`src/rtl/fetch_defs.sv`:
```
// -----------------------------------------------------------------------------
// fetch_defs
// Shared definitions for the fetch front end.
//   fetch_state_t    : fetch sequencer states (IDLE, REQ, WAIT, OUT)
//   SEL_SEQ          : next-PC mux select for PC+4
//   SEL_REDIRECT     : next-PC mux select for the execute redirect target
//   DEFAULT_RESET_PC : PC loaded on reset unless overridden
// -----------------------------------------------------------------------------
package fetch_defs;

   typedef enum logic [1:0] {
      ST_IDLE = 2'd0,
      ST_REQ  = 2'd1,
      ST_WAIT = 2'd2,
      ST_OUT  = 2'd3
   } fetch_state_t;

   localparam logic [1:0]  SEL_SEQ          = 2'b00;
   localparam logic [1:0]  SEL_REDIRECT     = 2'b01;
   localparam logic [31:0] DEFAULT_RESET_PC = 32'h0000_1000;

endpackage

```
`src/rtl/fetch_pc_unit_if.sv`:
```
// -----------------------------------------------------------------------------
// fetch_pc_unit_if
// Bundles the redirect input, the instruction-memory request/response channel
// and the decode-side instruction handshake of the fetch unit.
//   master : the fetch unit (drives mem request, inst outputs, next_pc_sel)
//   slave  : the surrounding core / memory (drives redirect, stall, mem resp)
// -----------------------------------------------------------------------------
interface fetch_pc_unit_if #(
   parameter int XLEN = 32
);

   logic            redirect_valid;
   logic [XLEN-1:0] redirect_pc;
   logic            stall;
   logic            mem_req_valid;
   logic [XLEN-1:0] mem_req_addr;
   logic            mem_req_ready;
   logic            mem_resp_valid;
   logic [31:0]     mem_resp_data;
   logic            inst_valid;
   logic [31:0]     inst;
   logic [XLEN-1:0] inst_pc;
   logic [1:0]      next_pc_sel;

   modport master (
      input  redirect_valid, redirect_pc, stall,
      input  mem_req_ready, mem_resp_valid, mem_resp_data,
      output mem_req_valid, mem_req_addr,
      output inst_valid, inst, inst_pc, next_pc_sel
   );

   modport slave (
      output redirect_valid, redirect_pc, stall,
      output mem_req_ready, mem_resp_valid, mem_resp_data,
      input  mem_req_valid, mem_req_addr,
      input  inst_valid, inst, inst_pc, next_pc_sel
   );

endinterface

```
`src/rtl/mux2to1.sv`:
```
// -----------------------------------------------------------------------------
// mux2to1
// Generic N-bit two-input multiplexer.
//   sel : 0 selects in0, 1 selects in1
//   in0 : first data input
//   in1 : second data input
//   out : selected data
// -----------------------------------------------------------------------------
module mux2to1 #(
   parameter int N = 32
) (
   input  logic         sel,
   input  logic [N-1:0] in0,
   input  logic [N-1:0] in1,
   output logic [N-1:0] out
);

   assign out = sel ? in1 : in0;

endmodule

```
`src/rtl/fetch_pc_unit.sv`:
```
// -----------------------------------------------------------------------------
// fetch_pc_unit
// Program-counter register and single-outstanding instruction-fetch sequencer.
// Issues one memory request per instruction, presents the returned word to
// decode with a valid/stall handshake and discards fetches made stale by an
// execute redirect.
//   clk   : core clock, rising edge
//   rst_n : asynchronous active-low reset
//   bus   : fetch_pc_unit_if.master
//             redirect_valid/redirect_pc  execute control-flow change
//             stall                       decode back-pressure
//             mem_req_*                   instruction-memory request (addr = PC)
//             mem_resp_*                  instruction-memory response
//             inst_valid/inst/inst_pc     instruction presented to decode
//             next_pc_sel                 select driven to the next-PC mux
// -----------------------------------------------------------------------------
module fetch_pc_unit
   import fetch_defs::*;
#(
   parameter int              XLEN     = 32,
   parameter logic [XLEN-1:0] RESET_PC = XLEN'(DEFAULT_RESET_PC)
) (
   input  logic              clk,
   input  logic              rst_n,
   fetch_pc_unit_if.master   bus
);

   fetch_state_t    state;
   logic            kill;
   logic [XLEN-1:0] pc;
   logic            req_vld;
   logic            out_vld;
   logic [31:0]     inst_q;
   logic [XLEN-1:0] inst_pc_q;

   logic [XLEN-1:0] pc_plus4;
   logic [XLEN-1:0] redirect_tgt;
   logic [XLEN-1:0] pc_next;
   logic [1:0]      sel;
   logic            unused_redirect_lsb;

   // Natural modulo-2^XLEN wrap: 32'hFFFF_FFFC + 4 becomes 0.
   assign pc_plus4     = pc + XLEN'(4);
   assign redirect_tgt = {bus.redirect_pc[XLEN-1:2], 2'b00};
   assign unused_redirect_lsb = ^bus.redirect_pc[1:0];

   // A redirect steers the mux in every state except IDLE, even in cycles
   // where the PC does not load, so downstream consumers see it immediately.
   always_comb begin
      sel = SEL_SEQ;
      if (bus.redirect_valid && (state != ST_IDLE)) begin
         sel = SEL_REDIRECT;
      end
   end

   mux2to1 #(
      .N (XLEN)
   ) u_next_pc_mux (
      .sel (sel[0]),
      .in0 (pc_plus4),
      .in1 (redirect_tgt),
      .out (pc_next)
   );

   // The PC only ever loads pc_next: on a redirect the mux carries the target,
   // on an accepted unkilled response (no redirect) it carries PC+4.
   always_ff @(posedge clk or negedge rst_n) begin
      if (!rst_n) begin
         state     <= ST_IDLE;
         kill      <= 1'b0;
         pc        <= RESET_PC;
         req_vld   <= 1'b0;
         out_vld   <= 1'b0;
         inst_q    <= '0;
         inst_pc_q <= '0;
      end else begin
         case (state)
            ST_IDLE: begin
               state   <= ST_REQ;
               req_vld <= 1'b1;
            end

            ST_REQ: begin
               if (bus.redirect_valid) begin
                  pc <= pc_next;
               end
               if (bus.mem_req_ready) begin
                  state   <= ST_WAIT;
                  req_vld <= 1'b0;
                  // The accepted request was for the old PC; its word is stale.
                  kill    <= bus.redirect_valid;
               end
            end

            ST_WAIT: begin
               if (bus.mem_resp_valid) begin
                  if (kill || bus.redirect_valid) begin
                     kill    <= 1'b0;
                     state   <= ST_REQ;
                     req_vld <= 1'b1;
                     if (bus.redirect_valid) begin
                        pc <= pc_next;
                     end
                  end else begin
                     inst_q    <= bus.mem_resp_data;
                     inst_pc_q <= pc;
                     pc        <= pc_next;
                     state     <= ST_OUT;
                     out_vld   <= 1'b1;
                  end
               end else if (bus.redirect_valid) begin
                  // Response still outstanding: remember to drop it.
                  kill <= 1'b1;
                  pc   <= pc_next;
               end
            end

            ST_OUT: begin
               if (bus.redirect_valid) begin
                  pc      <= pc_next;
                  out_vld <= 1'b0;
                  state   <= ST_REQ;
                  req_vld <= 1'b1;
               end else if (!bus.stall) begin
                  out_vld <= 1'b0;
                  state   <= ST_REQ;
                  req_vld <= 1'b1;
               end
            end

            default: begin
               state <= ST_IDLE;
            end
         endcase
      end
   end

   assign bus.mem_req_valid = req_vld;
   assign bus.mem_req_addr  = pc;
   assign bus.inst_valid    = out_vld;
   assign bus.inst          = inst_q;
   assign bus.inst_pc       = inst_pc_q;
   assign bus.next_pc_sel   = sel;

endmodule

```
`src/flat_wrapper.sv`:
```
// flat-port wrapper written by rule: the top's interface ports become plain ports
module fetch_pc_unit_flat import fetch_defs::*;
#(
   parameter int              XLEN     = 32,
   parameter logic [XLEN-1:0] RESET_PC = XLEN'(DEFAULT_RESET_PC)
)
  (clk, rst_n, bus_redirect_valid, bus_redirect_pc, bus_stall, bus_mem_req_ready, bus_mem_resp_valid, bus_mem_resp_data, bus_mem_req_valid, bus_mem_req_addr, bus_inst_valid, bus_inst, bus_inst_pc, bus_next_pc_sel);
  fetch_pc_unit_if #(.XLEN(XLEN)) bus_i ();
  input  logic clk;
  input  logic rst_n;
  input wire logic [$bits(bus_i.redirect_valid)-1:0] bus_redirect_valid;
  input wire logic [$bits(bus_i.redirect_pc)-1:0] bus_redirect_pc;
  input wire logic [$bits(bus_i.stall)-1:0] bus_stall;
  input wire logic [$bits(bus_i.mem_req_ready)-1:0] bus_mem_req_ready;
  input wire logic [$bits(bus_i.mem_resp_valid)-1:0] bus_mem_resp_valid;
  input wire logic [$bits(bus_i.mem_resp_data)-1:0] bus_mem_resp_data;
  output wire logic [$bits(bus_i.mem_req_valid)-1:0] bus_mem_req_valid;
  output wire logic [$bits(bus_i.mem_req_addr)-1:0] bus_mem_req_addr;
  output wire logic [$bits(bus_i.inst_valid)-1:0] bus_inst_valid;
  output wire logic [$bits(bus_i.inst)-1:0] bus_inst;
  output wire logic [$bits(bus_i.inst_pc)-1:0] bus_inst_pc;
  output wire logic [$bits(bus_i.next_pc_sel)-1:0] bus_next_pc_sel;
  assign bus_i.redirect_valid = bus_redirect_valid;
  assign bus_i.redirect_pc = bus_redirect_pc;
  assign bus_i.stall = bus_stall;
  assign bus_i.mem_req_ready = bus_mem_req_ready;
  assign bus_i.mem_resp_valid = bus_mem_resp_valid;
  assign bus_i.mem_resp_data = bus_mem_resp_data;
  assign bus_mem_req_valid = bus_i.mem_req_valid;
  assign bus_mem_req_addr = bus_i.mem_req_addr;
  assign bus_inst_valid = bus_i.inst_valid;
  assign bus_inst = bus_i.inst;
  assign bus_inst_pc = bus_i.inst_pc;
  assign bus_next_pc_sel = bus_i.next_pc_sel;
  fetch_pc_unit #(.XLEN(XLEN), .RESET_PC(RESET_PC)) u_core (.clk(clk), .rst_n(rst_n), .bus(bus_i));
endmodule
```
`config.mk`:
```
export PLATFORM = sky130hd
export DESIGN_NAME = fetch_pc_unit_flat
export DESIGN_NICKNAME = d
export VERILOG_FILES = /design/src/rtl/fetch_defs.sv /design/src/rtl/fetch_pc_unit_if.sv /design/src/rtl/mux2to1.sv /design/src/rtl/fetch_pc_unit.sv /design/src/flat_wrapper.sv
export SDC_FILE = /design/constraint.sdc
export NUM_CORES = 1
export LEC_CHECK = 0
export BUFFER_PORTS_ARGS = -buffer_cell sky130_fd_sc_hd__clkbuf_2
export CORE_ASPECT_RATIO = 0.6
export CORE_UTILIZATION = 49
export DETAILED_ROUTE_END_ITERATION = 12
export HOLD_SLACK_MARGIN = 0.06
export PLACE_DENSITY = 0.79
export RECOVER_POWER = 100
export SYNTH_ARGS = -nofsm -noshare
export SYNTH_HDL_FRONTEND = slang
export SYNTH_SLANG_ARGS = --single-unit
```
`constraint.sdc`:
```
create_clock -name clk -period 2.85 [get_ports clk]
set_input_delay 0.285 -clock clk [delete_from_list [all_inputs] [get_ports clk]]
set_output_delay 0.285 -clock clk [all_outputs]
set_load 0.02 [all_outputs]
```
== Word-level counts from Yosys, hierarchy flattened ==
Cells that the tools add are included.
W data, S select, Z words.

* Register bits: 101
* Output and inout bits: 100

* Multiplexer cells: 28
* Reductions and logical operators: 13
* Eq/ne operators: 10
* Bitwise operators: 1
* Add/sub/neg operators: 1

{| class="wikitable"
|+ Operator list
! kind !! count
|-
| $mux W32 || 4
|-
| $pmux W32 S2 || 1
|-
| $add A32 B3 Y32 const B || 1
|-
| $mux W1 || 14
|-
| $reduce_and A4 Y1 || 3
|-
| $mux W2 || 5
|-
| $pmux W2 S4 || 1
|-
| $reduce_bool A2 Y1 || 4
|-
| $ne A2 B2 Y1 const B || 3
|-
| $ne A3 B3 Y1 const B || 2
|-
| $reduce_and A3 Y1 || 2
|-
| $eq A2 B2 Y1 const B || 2
|-
| $pmux W1 S2 || 2
|-
| $pmux W1 S4 || 1
|-
| $ne A3 B2 Y1 const B || 1
|-
| $eq A2 B1 Y1 const B || 1
|-
| $logic_not A2 Y1 || 1
|-
| $ne A2 B1 Y1 const B || 1
|-
| $reduce_or A2 Y1 || 1
|-
| $logic_and A1 B1 Y1 || 1
|-
| $logic_or A1 B1 Y1 || 1
|-
| $not A1 Y1 || 1
|}

== Logic depth before layout (Yosys ltp) ==
* Word-level depth: 8
* Gate-level depth with buffers: 8
* Mapped depth without buffers: 7

== Hierarchy ==
Synthesis repeated with hierarchy kept, for this count alone.

* Cells, all modules: 366
* Area total of the unflattened synthesis: 5064.9 um2

{| class="wikitable"
|+ By module, submodules not included
! module !! times used !! area an instance (um2) !! cells an instance
|-
| fetch_pc_unit || 1 || 4520.6 || 330
|-
| mux2to1 || 1 || 544.3 || 36
|}

== Least setup slack after synthesis ==
Ideal clock, no wire load.

* Kind: register -> register
* From: register u_core.state[0]
* To: register u_core.inst_q[10] (netlist: u_core.bus.inst[10])
* Arrival: 1.715 ns
* Path slack: 1.011 ns
* Stages on the path, launching flop included: 7
* Path buffers: 1
* Library setup time: 0.125 ns
* Data required time: 2.725 ns
* Path through: dfrtp_1 > inv_1 > ha_1 > nand2_1 > nor2_2 > buf_2 > mux2_2

* Word-level cells in the longest chain between the ends: 2

{| class="wikitable"
|+ Ends and longest elaborated chain
! item !! RTL line !! text
|-
| from (decl) || fetch_pc_unit.sv:28 || <nowiki>fetch_state_t state;</nowiki>
|-
| from (signal assigned) || fetch_pc_unit.sv:69 || <nowiki>state <= ST_IDLE;</nowiki>
|-
| from (signal assigned) || fetch_pc_unit.sv:79 || <nowiki>state <= ST_REQ;</nowiki>
|-
| from (signal assigned) || fetch_pc_unit.sv:88 || <nowiki>state <= ST_WAIT;</nowiki>
|-
| $eq A2 B2 Y1 || fetch_pc_unit.sv:77 || <nowiki>case (state)</nowiki>
|-
| $reduce_and A3 Y1 (no line) || - ||
|-
| to (signal assigned) || fetch_pc_unit.sv:105 || <nowiki>inst_q <= bus.mem_resp_data;</nowiki>
|-
| to (decl) || fetch_pc_unit.sv:33 || <nowiki>logic [31:0] inst_q;</nowiki>
|}

Every way passes these cells.
A chain may end at the register's enable or synchronous reset.

== Worst setup path in the final report ==
* From: register u_core.state[0]
* To: output bus_next_pc_sel[0]

* Word-level cells in the longest chain between the ends: 3

{| class="wikitable"
|+ Ends and longest elaborated chain
! item !! RTL line !! text
|-
| $reduce_bool A2 Y1 || fetch_pc_unit.sv:51 || <nowiki>if (bus.redirect_valid && (state != ST_IDLE)) begin</nowiki>
|-
| $logic_and A1 B1 Y1 || fetch_pc_unit.sv:51 ||
|-
| $mux W1 || fetch_pc_unit.sv:51 ||
|-
| to (decl) || flat_wrapper.sv:22 || <nowiki>output wire logic [$bits(bus_i.next_pc_sel)-1:0] bus_next_pc_sel;</nowiki>
|}

Every way passes these cells.

==> results.md <==
- Design Power: 6890 uW
- Initial Utilization: 51.2%
- Synth Net Count: 501
- Main synth FF type: dfrtp_1
- Critical path launch point type: register
- Least-Margin Pin Slew: 1960 ps
- Avg Synthesized Cell Area: between 10 and 15 sq um
- Commonest non-fill, non-tap cells in the layout: clkbuf_1, dfrtp_1, clkbuf_2
- Post-cts gate resize count: 0
- Vias: 4038
- Layout Nets: 661
- Commonest non-fill, non-tap cell in the layout: clkbuf_1
- Post-Synth XOR/XNOR Area: 0%
- Status: finished, violations left
- Fin crit period: 2580 ps
- Ant. Diodes: 0
- GRT Overall Usage: 25.1%
- Hpwl dp: 8820 microns
- Num ports: 170
- Post-CTS Hold Fix Bufs: 0
- Pre-CTS WS: 625 ps
- Max-slew violations: 80
- Vias per cell: 5.62
- Ys async rst share: 100%
- Pwr Density: 1170 nW/um^2
- Residual DRC: 0
- Post-synthesis mux area share: 16.2%
- DR WL/cell: 17.0 microns
- Post-Route Skew: 9.21 ps
- Synth Register Bits: 101
- TritonRoute pass-1 iters: 5
- Post-CTS Setup Inserts: 0
- Initial antenna violation count: 0
- Final ANT Viol Nets: 0
- Clk root buf: clkbuf_16
- Std cell rows: 27
- Die height: 78.5 microns
- Vias in the first global route: 3896
- Depth of the CTS H-tree: 3
- CTS tree: built
- Gr ovfl total: 0
- Yosys cell types: 54
- Simple-gate share of the synthesized area: 12.6%
- Die Span X: 129 microns
- Die Area: roughly 10000 sq um
- Global-route wire length before repair: 19700 microns
- Fmax: 388 MHz
- WL final: about 12000 microns
- Largest net degree at the start of global routing: 80
- Setup TNS: 0 ps
- Synth Area in Adders: 1.83%
- Final WS setup: between 200 and 300 ps
- Clock sinks: 101
- Core area: 9320 sq um
- WP data required: 2570 ps
- Number of synthesized flops with an enable pin: 0
- Longest Clk Path Bufs: 2
- DP Area: between 5000 and 6000 sq um
- Syn Std Cell Area: 4770 sq um
- LEAKAGE: 0.00268 uW
- Number of max-cap violations: 1
- First DRT Iteration DRCs: 249
- Clk pin slew, worst setup/hold paths: 70 ps
- RePlAce Congestion: ~0.89
- CP Max Fanout: 18
- Clock Latency Late Sink: 350 ps
- Slew headroom: -30.3%
- Largest family of logic cells by synthesized area: multiplexers
- Setup-failing EPs final: 0
- Part of the cycle the worst path needs: between 90 and 100%
- Setup crit end kind: output port
- Max IR drop VDD: 0.000601 V
- HP Class: input pin to register
- Final Hold Violating Endpoints: 0
- Crit Path Category: register to output port
- Fillers: 810
- Failing checks: max-capacitance violations, max-slew violations
- Final instance area: ~6000 sq um
- Num CTS Buffers: 9
- Cells after Synth: 424
- Area Growth Syn to Fin: 23.3%
- I/O Buffers: 166
- Share of layout cells above drive strength 1: 26.1%
- Compound-gate portion of the synthesized area: 13.1%
- Worst Path Arrival: 2290 ps
- Sequential element share of the synthesized area: 53.0%
- Synth Warn #: 0
- RSZ-0062 raised after global routing: no
-- cell families after synthesis --
kind of cell,Yosys count
simple gates,111
fa+ha+maj,7
flops,101
other cells,1
mux,69
compound gates,102
buf+inv,33
-- registers in the layout (all words and copies together) (netlist names) --
register                  flops
u_core.bus.inst_pc           32
u_core.bus.inst_valid         1
u_core.bus.mem_req_valid      1
u_core.bus.inst              32
u_core.kill                   1
u_core.state                  2
u_core.bus.mem_req_addr      32
-- power breakdown --
group | switching (uW) | total, uW | internal (uW)
sequential | 598 | 2660 | 2060
combinational | 1890 | 2910 | 1020
clock | 548 | 1320 | 775
total | 3040 | 6890 | 3850
-- worst max-delay path, stage by stage (launching register included) --
cell,delay (ps)
dfrtp_1,430
inv_1,130
ha_1,140
nand2b_2,320
clkinv_1,330
clkbuf_2,350
clkbuf_2,230
-- metrics by stage --
step                      hold slack (ps)  std cells  utilization, %
after CTS                             135        719            64.9
after floorplan                     -10.6        424               -
after detailed placement              478        703            61.4
final                                 142        719            63.1
after global routing                  147        719            63.1
after global placement                469        703            61.4
-- routing by layer --
layer  global-route usage (%)  wire length [microns]  up-vias
met5                        0                      0        -
met4                     6.16                    128        0
met3                     7.09                   1050       16
met2                     38.2                   5650      179
met1                     35.3                   5420     1968
li1                         -                      -     1875
-- area by class of cell --
| class | instances | area (sq um) | area share, % |
|---|---|---|---|
| inverters | 6 | 22.5 | 0.383 |
| flip-flops and latches | 101 | 2530 | 43.0 |
| clock inverters | 7 | 97.6 | 1.66 |
| well taps | 130 | 163 | 2.76 |
| multi-input cells | 290 | 2080 | 35.4 |
| clock buffers | 9 | 225 | 3.83 |
| repair buffers | 176 | 764 | 13.0 |
-- cell usage after synthesis (2+ instances only) --
cell       number  area [sq um]
and4_1          3          26.3
mux2_2         54           608
buf_2           9          45.0
o211ai_1        2          15.0
nor3_1          3          15.0
a21oi_1        41           205
nor2_1          9          33.8
nand2b_1        3          18.8
nor4_1          4          25.0
buf_1           5          18.8
and2_1          3          18.8
nor2b_1         2          12.5
mux2i_1         4          40.0
a2bb2oi_1       7          61.3
nand2_1        37           139
mux2_1         11           124
a31oi_1         5          31.3
nand3_1        23           115
buf_4           5          37.5
ha_1            7          87.6
clkbuf_1        8          30.0
dfrtp_1       100          2500
nand4_1         7          43.8
o21ai_0        20           100
a21o_1          3          22.5
and3_1          7          43.8
o22ai_1        10          62.6
o32ai_1         2          17.5
inv_1           5          18.8
-- worst paths after layout --
path,cells past startpoint,slack [ps],endpoint,from
max,6,270,bus_next_pc_sel[0],u_core.state[0]
min,3,140,u_core.bus.mem_req_addr[31],bus_redirect_pc[31]
max reg2reg,7,330,u_core.bus.mem_req_addr[11],u_core.state[1]
min reg2reg,1,490,u_core.bus.inst[15],u_core.bus.inst[15]
max in group asynchronous,2,800,u_core.bus.mem_req_addr[6],rst_n
min in group asynchronous,1,470,u_core.bus.inst[31],rst_n
(Power assumes the default switching activity.)
